File: src/rtl/fnd_pkg.sv
// Shared constants and helpers for the multiplexed seven-segment driver.
// Segment patterns are active-high with bit 0 = segment a, bit 6 = segment g.
package fnd_pkg;

    // All segments dark, active-high form.
    localparam logic [6:0] SEG_OFF = 7'b0000000;

    // Hex glyphs 0..F, active-high, {g,f,e,d,c,b,a}.
    localparam logic [6:0] SEG_PATTERN [16] = '{
        7'b0111111,  // 0
        7'b0000110,  // 1
        7'b1011011,  // 2
        7'b1001111,  // 3
        7'b1100110,  // 4
        7'b1101101,  // 5
        7'b1111101,  // 6
        7'b0000111,  // 7
        7'b1111111,  // 8
        7'b1101111,  // 9
        7'b1110111,  // A
        7'b1111100,  // b
        7'b0111001,  // C
        7'b1011110,  // d
        7'b1111001,  // E
        7'b1110001   // F
    };

    // Convert an active-high pattern to the board's pin polarity.
    function automatic logic [6:0] seg_polarity(input logic [6:0] pattern,
                                                input logic       active_low);
        return active_low ? ~pattern : pattern;
    endfunction

endpackage

File: src/rtl/fnd_hex_decoder.sv
// Combinational nibble-to-glyph decoder; a blanked digit shows no segments.
module fnd_hex_decoder
    import fnd_pkg::*;
(
    input  logic [3:0] nibble,
    input  logic       blank,
    output logic [6:0] seg
);

    // Table lookup, overridden to dark when the digit is blanked.
    always_comb begin
        seg = SEG_PATTERN[nibble];
        if (blank) begin
            seg = SEG_OFF;
        end
    end

endmodule

File: src/rtl/fnd_scan_driver.sv
// Time-multiplexed FND scan driver. A prescaler paces one digit slot of
// CLK_DIV cycles; the digit index walks 0..NUM_DIGITS-1. Loads land in a
// shadow copy and are promoted to the display copy only at frame boundaries
// (or continuously while scanning is disabled), so a frame never tears.
// All outputs come from one register stage driven by the current index and
// display copy, so segments, dp and commons always switch together.
module fnd_scan_driver
    import fnd_pkg::*;
#(
    parameter int NUM_DIGITS     = 4,
    parameter int CLK_DIV        = 50000,
    parameter bit SEG_ACTIVE_LOW = 1'b1,
    parameter bit COM_ACTIVE_LOW = 1'b1
) (
    input  logic                    clk,
    input  logic                    rst_n,
    input  logic                    enable,
    input  logic                    load,
    input  logic [4*NUM_DIGITS-1:0] value,
    input  logic [NUM_DIGITS-1:0]   dp_in,
    input  logic                    blank_lz,
    output logic [6:0]              fnd,
    output logic                    fnd_dp,
    output logic [NUM_DIGITS-1:0]   fnd_com,
    output logic                    frame_done
);

    localparam int PW = (CLK_DIV > 1) ? $clog2(CLK_DIV) : 1;
    localparam int IW = (NUM_DIGITS > 1) ? $clog2(NUM_DIGITS) : 1;
    localparam int VW = 4 * NUM_DIGITS;

    localparam logic [PW-1:0]         PRESC_MAX = PW'(CLK_DIV - 1);
    localparam logic [IW-1:0]         IDX_MAX   = IW'(NUM_DIGITS - 1);
    localparam logic [6:0]            FND_IDLE  = seg_polarity(SEG_OFF, SEG_ACTIVE_LOW);
    localparam logic [NUM_DIGITS-1:0] COM_IDLE  = {NUM_DIGITS{COM_ACTIVE_LOW}};

    // Scan counters
    logic [PW-1:0]         presc_q, presc_d;
    logic [IW-1:0]         idx_q, idx_d;
    logic                  bnd_q, bnd_d;

    // Shadow (load target) and display (decoder source) copies
    logic [VW-1:0]         shadow_val_q, shadow_val_d;
    logic [NUM_DIGITS-1:0] shadow_dp_q, shadow_dp_d;
    logic                  shadow_blz_q, shadow_blz_d;
    logic [VW-1:0]         disp_val_q, disp_val_d;
    logic [NUM_DIGITS-1:0] disp_dp_q, disp_dp_d;
    logic                  disp_blz_q, disp_blz_d;

    // Registered pin drivers
    logic [6:0]            fnd_q, fnd_d;
    logic                  fnd_dp_q, fnd_dp_d;
    logic [NUM_DIGITS-1:0] fnd_com_q, fnd_com_d;
    logic                  frame_done_q, frame_done_d;

    // Current-digit selection
    logic [3:0]            nib_cur;
    logic                  blank_cur;
    logic                  dp_cur;
    logic                  hi_zero;
    logic [NUM_DIGITS-1:0] com_sel;
    logic [6:0]            seg_cur;

    fnd_hex_decoder u_dec (
        .nibble (nib_cur),
        .blank  (blank_cur),
        .seg    (seg_cur)
    );

    // Prescaler/index advance, shadow capture and frame-boundary promotion.
    always_comb begin
        presc_d      = presc_q;
        idx_d        = idx_q;
        bnd_d        = 1'b0;
        shadow_val_d = shadow_val_q;
        shadow_dp_d  = shadow_dp_q;
        shadow_blz_d = shadow_blz_q;
        disp_val_d   = disp_val_q;
        disp_dp_d    = disp_dp_q;
        disp_blz_d   = disp_blz_q;

        if (load) begin
            shadow_val_d = value;
            shadow_dp_d  = dp_in;
            shadow_blz_d = blank_lz;
        end

        if (!enable) begin
            presc_d = '0;
            idx_d   = '0;
        end else if (presc_q == PRESC_MAX) begin
            presc_d = '0;
            if (idx_q == IDX_MAX) begin
                idx_d = '0;
                bnd_d = 1'b1;
            end else begin
                idx_d = idx_q + 1'b1;
            end
        end else begin
            presc_d = presc_q + 1'b1;
        end

        // A load in the promotion cycle bypasses the shadow so it is not lost
        // behind the old shadow contents.
        if (!enable || bnd_d) begin
            if (load) begin
                disp_val_d = value;
                disp_dp_d  = dp_in;
                disp_blz_d = blank_lz;
            end else begin
                disp_val_d = shadow_val_q;
                disp_dp_d  = shadow_dp_q;
                disp_blz_d = shadow_blz_q;
            end
        end
    end

    // Pick the lit digit's nibble/dp and decide leading-zero blanking by
    // walking from the most significant digit down.
    always_comb begin
        nib_cur   = 4'h0;
        blank_cur = 1'b0;
        dp_cur    = 1'b0;
        hi_zero   = 1'b1;
        com_sel   = '0;
        for (int i = NUM_DIGITS - 1; i >= 0; i--) begin
            hi_zero = hi_zero & (disp_val_q[i*4 +: 4] == 4'h0);
            if (idx_q == IW'(i)) begin
                nib_cur    = disp_val_q[i*4 +: 4];
                blank_cur  = disp_blz_q & (i != 0) & hi_zero;
                dp_cur     = disp_dp_q[i];
                com_sel[i] = 1'b1;
            end
        end
    end

    // Pin values for the next cycle: dark while disabled, else the indexed digit.
    always_comb begin
        fnd_d        = FND_IDLE;
        fnd_dp_d     = SEG_ACTIVE_LOW;
        fnd_com_d    = COM_IDLE;
        frame_done_d = 1'b0;
        if (enable) begin
            fnd_d        = seg_polarity(seg_cur, SEG_ACTIVE_LOW);
            fnd_dp_d     = dp_cur ^ SEG_ACTIVE_LOW;
            fnd_com_d    = COM_ACTIVE_LOW ? ~com_sel : com_sel;
            frame_done_d = bnd_q;
        end
    end

    // State and output registers with synchronous active-low reset.
    always_ff @(posedge clk) begin
        if (!rst_n) begin
            presc_q      <= '0;
            idx_q        <= '0;
            bnd_q        <= 1'b0;
            shadow_val_q <= '0;
            shadow_dp_q  <= '0;
            shadow_blz_q <= 1'b0;
            disp_val_q   <= '0;
            disp_dp_q    <= '0;
            disp_blz_q   <= 1'b0;
            fnd_q        <= FND_IDLE;
            fnd_dp_q     <= SEG_ACTIVE_LOW;
            fnd_com_q    <= COM_IDLE;
            frame_done_q <= 1'b0;
        end else begin
            presc_q      <= presc_d;
            idx_q        <= idx_d;
            bnd_q        <= bnd_d;
            shadow_val_q <= shadow_val_d;
            shadow_dp_q  <= shadow_dp_d;
            shadow_blz_q <= shadow_blz_d;
            disp_val_q   <= disp_val_d;
            disp_dp_q    <= disp_dp_d;
            disp_blz_q   <= disp_blz_d;
            fnd_q        <= fnd_d;
            fnd_dp_q     <= fnd_dp_d;
            fnd_com_q    <= fnd_com_d;
            frame_done_q <= frame_done_d;
        end
    end

    assign fnd        = fnd_q;
    assign fnd_dp     = fnd_dp_q;
    assign fnd_com    = fnd_com_q;
    assign frame_done = frame_done_q;

endmodule
File: config.mk
export PLATFORM = sky130hd
export DESIGN_NAME = fnd_scan_driver
export DESIGN_NICKNAME = d
export VERILOG_FILES = /design/src/rtl/fnd_pkg.sv /design/src/rtl/fnd_hex_decoder.sv /design/src/rtl/fnd_scan_driver.sv
export SDC_FILE = /design/constraint.sdc
export NUM_CORES = 1
export LEC_CHECK = 0
export CORE_MARGIN = 1
export CORE_UTILIZATION = 38
export CTS_CLUSTER_DIAMETER = 50
export DETAILED_ROUTE_END_ITERATION = 8
export PLACE_DENSITY = 0.67
export SYNTH_ARGS = -nofsm -noshare
export SYNTH_HDL_FRONTEND = slang
export SYNTH_SLANG_ARGS = --single-unit
File: constraint.sdc
create_clock -name clk -period 2.75 [get_ports clk]
set_input_delay 0.55 -clock clk [delete_from_list [all_inputs] [get_ports clk]]
set_output_delay 0.55 -clock clk [all_outputs]
set_load 0.01 [all_outputs]
# Word level (Yosys, flattened, before mapping)

Memory sizes are Yosys's and may differ from the RTL's.
Index checks and enable logic that the tools add are counted.

Memories: 1
ROM bits: 112
Register bits after elaboration: 74

$add $sub $neg: 2
Multiplexer cells: 25
Reductions and logical operators: 8
Bitwise operators: 11
Order comparisons: 1
Equality and inequality tests: 4

Memories:

| memory           | words | width | read ports | clocked after Yosys merged registers in | wr ports | RTL line              | RTL |
|---|---|---|---|---|---|---|---|
| (name not given) | 16    | 7     | 1          | 0                                       | 0        | fnd_hex_decoder.sv:12 | `seg = SEG_PATTERN[nibble];` |

Operators by type and width:

| cell                    | count |
|---|---|
| $mux W7                 | 3 |
| $mux W4                 | 5 |
| $add A16 B1 Y16 const B | 1 |
| $eq A16 B16 Y1 const B  | 1 |
| $mux W16                | 1 |
| $mux W1                 | 15 |
| $logic_not A4 Y1        | 3 |
| $not A7 Y7              | 1 |
| $and A1 B1 Y1           | 5 |
| $ge A5 B5 Y1 const B    | 1 |
| $not A4 Y5              | 1 |
| $eq A2 B2 Y1 const B    | 2 |
| $not A4 Y4              | 1 |
| $not A1 Y1              | 3 |
| $reduce_or A3 Y1        | 1 |
| $add A2 B1 Y2 const B   | 1 |
| $eq A2 B1 Y1 const B    | 1 |
| $logic_not A2 Y1        | 1 |
| $mux W2                 | 1 |
| $reduce_and A2 Y1       | 1 |
| $logic_not A1 Y1        | 1 |
| $logic_or A1 B1 Y1      | 1 |

# Depth between registers and ports, before layout

Gate-level depths: netlist (run 1).

Depth after elaboration: 11
Gate-level depth with buffers: 11

# Modules after synthesis

Synthesis (run 1) repeated with hierarchy kept, for this count alone.

Cell total of the unflattened synthesis: 341
Area, all modules: 3413.3 um^2

By module, submodules not included:

| module          | instances | area an instance (um^2) | sequential area each (um^2) | cells an instance |
|---|---|---|---|---|
| fnd_scan_driver | 1         | 3151.8                  | 1481.4                      | 306 |
| fnd_hex_decoder | 1         | 261.5                   | 0.0                         | 35 |

# Worst setup path after synthesis (run 1)

OpenSTA, ideal clock, no wires.

Path kind: reg-to-reg
From: reg idx_q[0]
To: reg fnd_q[6], in the netlist fnd[6]
Required time: 2599 ps
Arrival: 2176 ps
Cell stages (with the launch flop): 12
Slack: 423 ps
Library setup time: 151 ps
Clock period less this slack: 2327 ps
Buffers on the path: 1
Path through: dfxtp_1 inv_1 ha_1 buf_6 a21oi_1 o21ai_0 a22oi_1 inv_1 ha_1 mux2_2 nand2_1 o311ai_1

Cells in the longest elaborated chain, start to end: 11

Ends and longest elaborated chain:

| item                                       | RTL line               | RTL |
|---|---|---|
| start, declared                            | fnd_scan_driver.sv:39  | `logic [IW-1:0] idx_q, idx_d;` |
| start signal, assigned                     | fnd_scan_driver.sv:169 | `idx_q <= idx_d;` |
| $eq A2 B2 Y1                               | fnd_scan_driver.sv:128 | `if (idx_q == IW'(i)) begin` |
| $mux W4 (4 in a row)                       | fnd_scan_driver.sv:128 |  |
| $not A4 Y5 (not written as such)           | fnd_hex_decoder.sv:12  |  |
| $mem_v2 Z16 W7                             | -                      |  |
| $mux W7 (not written as such) (2 in a row) | fnd_hex_decoder.sv:12  |  |
| $mux W7 (*)                                | fnd_hex_decoder.sv:13  | `if (blank) begin` |
| $not A7 Y7 (*)                             | fnd_pkg.sv:31          | `return active_low ? ~pattern : pattern;` |
| end signal, assigned                       | fnd_scan_driver.sv:177 | `fnd_q <= fnd_d;` |
| end, declared                              | fnd_scan_driver.sv:51  | `logic [6:0] fnd_q, fnd_d;` |

Every way passes the cells marked *; elsewhere a longest branch is shown, timed or not. The select of a mux whose other input is x is not followed.
A chain may end at the register's enable or synchronous reset.

# Worst setup path in the final report (run 1)

From: reg idx_q[0]
To: reg fnd_q[3], in the netlist fnd[3]

Same word-level chain as after synthesis.

==> results of run 1 <==
[state kept, by name, summed over array words and instances (netlist names)]
name	flops
disp_blz_q	1
disp_dp_q	4
frame_done	1
presc_q	16
fnd_dp	1
fnd_com	4
shadow_dp_q	4
shadow_val_q	16
idx_q	2
fnd	7
shadow_blz_q	1
bnd_q	1
disp_val_q	16
[kinds of logic after synthesis]
group                    count (synthesis)  share of synthesized area, %
AND/OR/NAND/NOR                        123                          19.9
AO/OA/AOI/OAI                           49                          13.3
adder cells (fa/ha/maj)                 11                          4.25
XOR/XNOR                                12                          3.24
flip-flops                              74                          45.7
buffers and inverters                   27                          4.13
multiplexers                            30                          9.49
[metal layers]
layer	part of all wire (%)	track usage (%)	vias to the layer above
li1	-	-	1192
met1	50	19.4	1079
met2	45	23.6	32
met3	3.3	3.95	8
met4	1.4	5.00	0
met5	0	0	-
[worst max-delay path: stages, from the launching register on]
cell,delay (ns)
sky130_fd_sc_hd__dfxtp_1,0.40
sky130_fd_sc_hd__inv_1,0.08
sky130_fd_sc_hd__ha_1,0.35
sky130_fd_sc_hd__nor3_1,0.27
sky130_fd_sc_hd__nor2_2,0.08
sky130_fd_sc_hd__a32o_1,0.35
sky130_fd_sc_hd__inv_1,0.13
sky130_fd_sc_hd__ha_1,0.25
sky130_fd_sc_hd__mux2i_1,0.09
sky130_fd_sc_hd__mux2_2,0.27
sky130_fd_sc_hd__nand2_1,0.07
[power groups by stage]
stage	combinational, mW	sequential [mW]	clock (mW)
after CTS	0.227	1.15	0.729
after floorplan	0.144	1.17	0
final	0.224	1.15	0.700
after global routing	0.250	1.15	0.772
after global placement	0.221	1.17	0
after detailed placement	0.225	1.17	0
[cell type report]
cell class                      count  area [µm²]  share of cell area [%]
Inverter                            8        30.0                   0.784
Clock buffer                       10         128                    3.33
Clock inverter                      6        33.8                   0.882
Multi-Input combinational cell    225        1630                    42.5
Timing Repair Buffer               41         400                    10.5
Sequential cell                    74        1480                    38.7
Tap cell                          105         131                    3.43
[metrics by stage]
stage                     setup WS, ns  area [µm²]  hold slack, ns  instances  power (mW)
after CTS                        0.362        3830           0.486        469        2.10
after global placement           0.486        3670           0.429        453        1.39
final                            0.349        3830           0.486        469        2.07
after global routing             0.187        3830           0.510        469        2.17
after detailed placement         0.389        3670           0.447        453        1.40
after floorplan                  0.423        3240           0.418        326        1.31
[cell usage in the layout, fill, tap and decap left out, types with 7 or more instances in the layout]
cell,instances
sky130_fd_sc_hd__nand3_1,7
sky130_fd_sc_hd__ha_1,11
sky130_fd_sc_hd__inv_1,8
sky130_fd_sc_hd__mux2i_1,27
sky130_fd_sc_hd__o211a_1,21
sky130_fd_sc_hd__clkdlybuf4s50_1,37
sky130_fd_sc_hd__nor2b_1,24
sky130_fd_sc_hd__dfxtp_1,74
sky130_fd_sc_hd__nand2_1,43
sky130_fd_sc_hd__clkbuf_8,9
sky130_fd_sc_hd__nor2_1,21
[worst paths after layout]
| path | end | depth (start not counted) | from | slack, ns |
|---|---|---|---|---|
| worst max-delay path | fnd[3] | 10 | idx_q[0] | 0.35 |
| worst max register to register | fnd[3] | 10 | idx_q[0] | 0.35 |
| worst min-delay path | presc_q[0] | 1 | presc_q[0] | 0.49 |
| worst min register to register | presc_q[0] | 1 | presc_q[0] | 0.49 |
==> results.txt, run 1 <==
----------------------------------------------------
[Route]
  Count of routing violations after the opening detailed-route iteration ... 70
  ANT nets after route ... 0
  Post-detailed-route DRC marker count ... 0
  Average via count per standard cell ... roughly 4.9
  Total wire length after detailed routing ... roughly 6000 µm
  Average wire per cell in the routed design ... between 10 and 15 µm
  Drt first pass iters ... 4
  Total vias in the final route ... between 2000 and 2500

[GRT]
  GRT Util Overall ... between 10% and 20%
  Global-route wire length before repair ... between 10000 and 15000 µm
  GRT Residual Overflow ... 0
  Via count of the first global-routing pass ... 2235
  Largest net degree at the start of global routing ... between 40 and 50
  Antenna violations before repair ... 0

[Floorplan]
  Count of boundary I/O pins ... 38
  Horizontal extent of the die ... between 90 and 100 µm
  Rows ... 33
  Die height ... around 94 µm
  Starting utilization of the core area ... between 30% and 40%
  Die outline area ... 8900 µm²
  Area of the core ... between 8000 and 9000 µm²

[Synth]
  Area leader, netlist ... sky130_fd_sc_hd__dfxtp_1
  Syn avg cell area ... 9.94 µm²
  Post-synthesis sequential area ratio ... 45.7%
  Syn Nets ... roughly 360
  Library cell with the highest instance count after synthesis ... sky130_fd_sc_hd__dfxtp_1
  Number of distinct standard cells referenced by the synthesized netlist ... 49
  Share of the synthesized area in the top cell type ... between 40 and 50%
  Most frequent cells after synthesis ... sky130_fd_sc_hd__dfxtp_1 (74), sky130_fd_sc_hd__nand2_1 (43), sky130_fd_sc_hd__mux2i_1 (27)
  Gate Count Post-Synth ... 326
  Warnings, synthesis ... 0
  Primary FF master, synth ... sky130_fd_sc_hd__dfxtp_1
  Async SR Flop Fraction ... 0%
  Register bit count reported by yosys ... 74
  Post-Synthesis Cell Area ... 3240 µm²
  Top cells by area in the synthesized netlist ... sky130_fd_sc_hd__dfxtp_1 (46%), sky130_fd_sc_hd__mux2i_1 (8.3%), sky130_fd_sc_hd__o211a_1 (6.5%), sky130_fd_sc_hd__nand2_1 (5.0%), sky130_fd_sc_hd__nor2b_1 (4.6%)
  Number of synthesized flops with an enable pin ... 0

[Power and ir drop]
  Sw Pwr ... 0.507 mW
  Sequential cell fraction of total power ... 55.4%
  Internal portion of total power ... approximately 1.6 mW
  Static leakage power ... 1.72 nW
  Power density over the cells ... 540 nW/µm²
  Part of the total power dissipated in combinational logic ... between 10% and 20%
  Proportion of power drawn by the clock network ... between 30% and 40%
  VDD IR max ... between 300 and 400 µV
  Switching part of the total ... between 20% and 30%

[Clock network]
  Number of H-tree branching levels ... 3
  Number of cells upsized or downsized after cts ... 0
  Number of sinks on the clock net ... 74
  Hold-fix buffer count after cts ... 0
  Worst-Skew Late Latency ... 0.33 ns
  Clock edge transition at the registers on the reported setup and hold paths ... ~0.07 ns
  Cell at the root of the clock tree ... sky130_fd_sc_hd__clkbuf_8
  Max Buffers Root-to-Sink ... 2
  TritonCTS clock tree ... built
  Setup Fix Bufs, Post-CTS ... 0
  TritonCTS buffer count ... 9

[Layout]
  Total inserted antenna cells ... 0
  Filler cell count in the final layout ... between 700 and 800
  NumNets Final ... 395
  Final cell utilization of the core ... around 47%
  Share of cells above drive strength 1 ... under 10%
  Layout overhead on the synthesized area ... 18.2%

[Status]
  Status ... complete, no violations

[STA]
  Max_slew headroom ... 56.8%
  Sum of negative setup slack ... 0 ns
  Period utilization ... between 80% and 90%
  Number of pins with negative max-slew slack in the final report ... 0
  Setup repair after global routing missed its margin ... no
  Fmax ... 416 MHz
  Final hold violation count ... 0
  Shortest clock period the worst path allows after layout ... around 2.4 ns
  Tightest Pin Transition ... about 0.65 ns
  Number of setup violations in the final report ... 0
  Worst clock skew ... 0.0104 ns

[Critical path]
  Crit path required time ... slightly above 3 ns
  Worst setup path category ... flip-flop to flip-flop
  Startpoint Class ... flip-flop
  Arrival @ worst endpoint ... ~2.7 ns
  Worst Setup End Kind ... flip-flop
  Maximum fanout encountered on the critical timing path ... 12

[Placed design]
  Routability congestion estimate from global placement ... 0.744
  Quantity of I/O buffers inserted on ports ... 37
  HPWL after DPL ... 4250 µm

[Flow run]
  # Max-Cap Violations ... 0

[Min path]
  Type of the worst min-delay path ... flip-flop to flip-flop

----------------------------------------------------
Note: power is estimated with default switching activity, not from simulation.
==> run 2: changes to the inputs <==
- CTS_CLUSTER_SIZE: not set -> 16
- SYNTH_HIERARCHICAL: not set -> 1
==> run 2 against run 1 <==
Compared with the run above: non-clock buffer count rose by 8; maximum frequency fell by 2.4%; largest power group unchanged; worst setup slack got worse by 0.058 ns.
==> results.txt, run 2 <==
----------------------------------------------------
[Status]
  Status ... complete, no violations

[Layout]
  Area taken by multi-input logic gates ... approximately 1800 µm²
  Total inserted antenna cells ... 0
  Largest regs ... disp_val_q x16, presc_q x16, shadow_val_q x16
  Share of cells above drive strength 1 ... between 10 and 15%
  Area taken by flip-flops and latches ... roughly 1500 µm²
  NumNets Final ... 418
  Layout overhead on the synthesized area ... 20.2%
  Final design area excluding fillers ... slightly above 4000 µm²
  Most common cell after layout, fill and taps aside ... sky130_fd_sc_hd__dfxtp_1
  Most frequent cells in the layout ... sky130_fd_sc_hd__dfxtp_1 (74), sky130_fd_sc_hd__clkdlybuf4s50_1 (37), sky130_fd_sc_hd__nand2_1 (25), sky130_fd_sc_hd__nor2_1 (25)
  Filler-free cell count of the finished design ... 495
  Filler cell count in the final layout ... roughly 810

[STA]
  Worst clock skew ... 0.00856 ns
  Shortest clock period the worst path allows after layout ... between 2 and 2.5 ns
  Worst Hold Slack ... 0.504 ns
  Period utilization ... approximately nine tenths
  Max_slew headroom ... 72.2%
  Number of setup violations in the final report ... 0
  Tightest Pin Transition ... 0.417 ns
  Setup repair after global routing missed its margin ... no
  Number of pins with negative max-slew slack in the final report ... 0
  Sum of negative setup slack ... 0 ns
  Final hold violation count ... 0
  Fmax ... between 400 and 500 MHz

[Floorplan]
  Count of boundary I/O pins ... 38
  Rows ... 34
  Area of the core ... 8720 µm²
  Die height ... between 90 and 100 µm
  Die outline area ... ~9400 µm²
  Starting utilization of the core area ... between 30 and 40%
  Horizontal extent of the die ... a little under 100 µm

[Placed design]
  Placed inst area ... approximately 3900 µm²
  Routability congestion estimate from global placement ... 0.794
  Quantity of I/O buffers inserted on ports ... 37
  HPWL after DPL ... 4460 µm
  Instance count after placement with tap cells included ... around 480

[Critical path]
  Critical path's top delay family ... adder cells
  Crit path required time ... around 3.0 ns
  Startpoint Class ... flip-flop
  Maximum fanout encountered on the critical timing path ... 9
  Buffers plus inverters on the worst setup path ... 3
  Arrival @ worst endpoint ... ~2.7 ns
  Delay of the slowest cell on the worst path ... approximately 0.44 ns
  Crit-path most repeated cell ... sky130_fd_sc_hd__inv_1
  Worst setup path category ... flip-flop to flip-flop
  Library cell contributing the largest single delay on the critical path ... sky130_fd_sc_hd__mux4_2
  Ordered list of cells on the worst path ... inv_1 -> ha_2 -> nand3b_1 -> a21oi_1 -> a21oi_1 -> o21ai_0 -> inv_1 -> ha_1 -> inv_1 -> mux4_2 -> nor2_1 -> nand2_1
  Worst Setup End Kind ... flip-flop

[GRT]
  GRT Util Overall ... 14.6%
  Global-route wire length before repair ... approximately 11000 µm
  Antenna violations before repair ... 0
  Via count of the first global-routing pass ... between 2000 and 2500
  GRT Residual Overflow ... 0
  Largest net degree at the start of global routing ... 25

[Power and ir drop]
  Overall power consumption ... ~2.2 mW
  Static leakage power ... 1.58 nW
  Power density over the cells ... 539 nW/µm²
  VDD IR max ... approximately 230 µV

[Route]
  Top routing layer in use ... met4
  Post-route met1 wirelength ... about 2800 µm
  Met2 wirelength from detailed routing ... around 3200 µm
  Drt first pass iters ... 4
  ANT nets after route ... 0
  Total wire length after detailed routing ... slightly above 6000 µm
  Met3 WL ... 196 µm
  Total vias in the final route ... approximately 2400
  Average via count per standard cell ... just under 5
  Average wire per cell in the routed design ... around 13 µm
  Count of routing violations after the opening detailed-route iteration ... 100
  Post-detailed-route DRC marker count ... 0

[Clock network]
  Cell at the root of the clock tree ... sky130_fd_sc_hd__clkbuf_8
  Max Buffers Root-to-Sink ... 2
  TritonCTS buffer count ... 9
  Number of sinks on the clock net ... between 70 and 80
  TritonCTS clock tree ... built
  Worst-Skew Late Latency ... ~0.35 ns
  Clock edge transition at the registers on the reported setup and hold paths ... 0.08 ns
  Hold-fix buffer count after cts ... 0
  Number of H-tree branching levels ... 3

[Min path]
  Type of the worst min-delay path ... flip-flop to flip-flop

[Synth]
  Warnings, synthesis ... 6
  Async SR Flop Fraction ... 0%
  Number of synthesized flops with an enable pin ... 0
  Syn Nets ... approximately 380
  Post-Synthesis Cell Area ... 3410 µm²
  Library cell with the highest instance count after synthesis ... sky130_fd_sc_hd__dfxtp_1
  Post-synthesis sequential area ratio ... 43.4%
  Register bit count reported by yosys ... 74
  Area leader, netlist ... sky130_fd_sc_hd__dfxtp_1
  Top cells by area in the synthesized netlist ... sky130_fd_sc_hd__dfxtp_1 (43%), sky130_fd_sc_hd__mux2_4 (8.8%), sky130_fd_sc_hd__mux2i_1 (6.7%), sky130_fd_sc_hd__nor2b_1 (4.2%), sky130_fd_sc_hd__and2_1 (4.0%)
  Primary FF master, synth ... sky130_fd_sc_hd__dfxtp_1
  Number of distinct standard cells referenced by the synthesized netlist ... 40
  Gate Count Post-Synth ... ~340
  Most frequent cells after synthesis ... sky130_fd_sc_hd__dfxtp_1 (74), sky130_fd_sc_hd__nand2_1 (25), sky130_fd_sc_hd__nor2_1 (25)
  Share of the synthesized area in the top cell type ... between 40 and 50%
  Syn avg cell area ... approximately 10 µm²

[Flow run]
  # Max-Cap Violations ... 0

----------------------------------------------------
-- run 2: final cells by class --
cell class	instances	area share [%]
Multi-Input combinational cell	238	43.5
Sequential cell	74	36.1
Timing Repair Buffer	49	11.2
Tap cell	108	3.29
Clock buffer	9	3.02
Clock inverter	7	1.92
Inverter	10	0.915
-- run 2: layer usage --
metal	global-route usage, %	vias up
li1	-	1245
met1	16.9	1132
met2	25.2	40
met3	4.05	10
met4	6.20	0
met5	0	-
-- run 2: power by group --
group / total, mW / switching (mW) / internal [mW] / leakage [nW]
Combinational: 0.226 / 0.0951 / 0.131 / 0.885
Clock: 0.850 / 0.426 / 0.424 / 0.0921
Sequential: 1.14 / 0.0193 / 1.12 / 0.606
Total: 2.21 / 0.540 / 1.67 / 1.58
-- run 2: final timing paths --
check	slack [ns]	end	from	depth (start not counted)
worst min-delay path	0.50	presc_q[0]	presc_q[0]	1
worst max register to register	0.29	fnd[3]	idx_q[0]	12
worst max-delay path	0.29	fnd[3]	idx_q[0]	12
worst min register to register	0.50	presc_q[0]	presc_q[0]	1
-- run 2: kinds of logic after synthesis --
logic type,synth area share (%)
AND/OR/NAND/NOR,21.9
flip-flops,43.4
multiplexers,16.5
AO/OA/AOI/OAI,6.12
buffers and inverters,4.40
XOR/XNOR,3.59
adder cells (fa/ha/maj),4.03
-- run 2: what timing repair did --
action	in CTS	in global routing
resized for setup	0	2
buffers inserted	0	0
setup endpoints to repair	0	1
-- run 2: stage by stage --
stage / setup slack (ns) / utilization, %
final: 0.290 / 47.0
after global routing: 0.0825 / 47.0
after CTS: 0.184 / 47.0
after detailed placement: 0.206 / 44.7
after global placement: 0.307 / 44.7
after floorplan: 0.0481 / -
==> run 3: changes to the inputs <==
- CTS_CLUSTER_DIAMETER: 50 -> 60
==> results of run 3 <==
The final DEF is identical to that of run 2; final timing and power are the same.
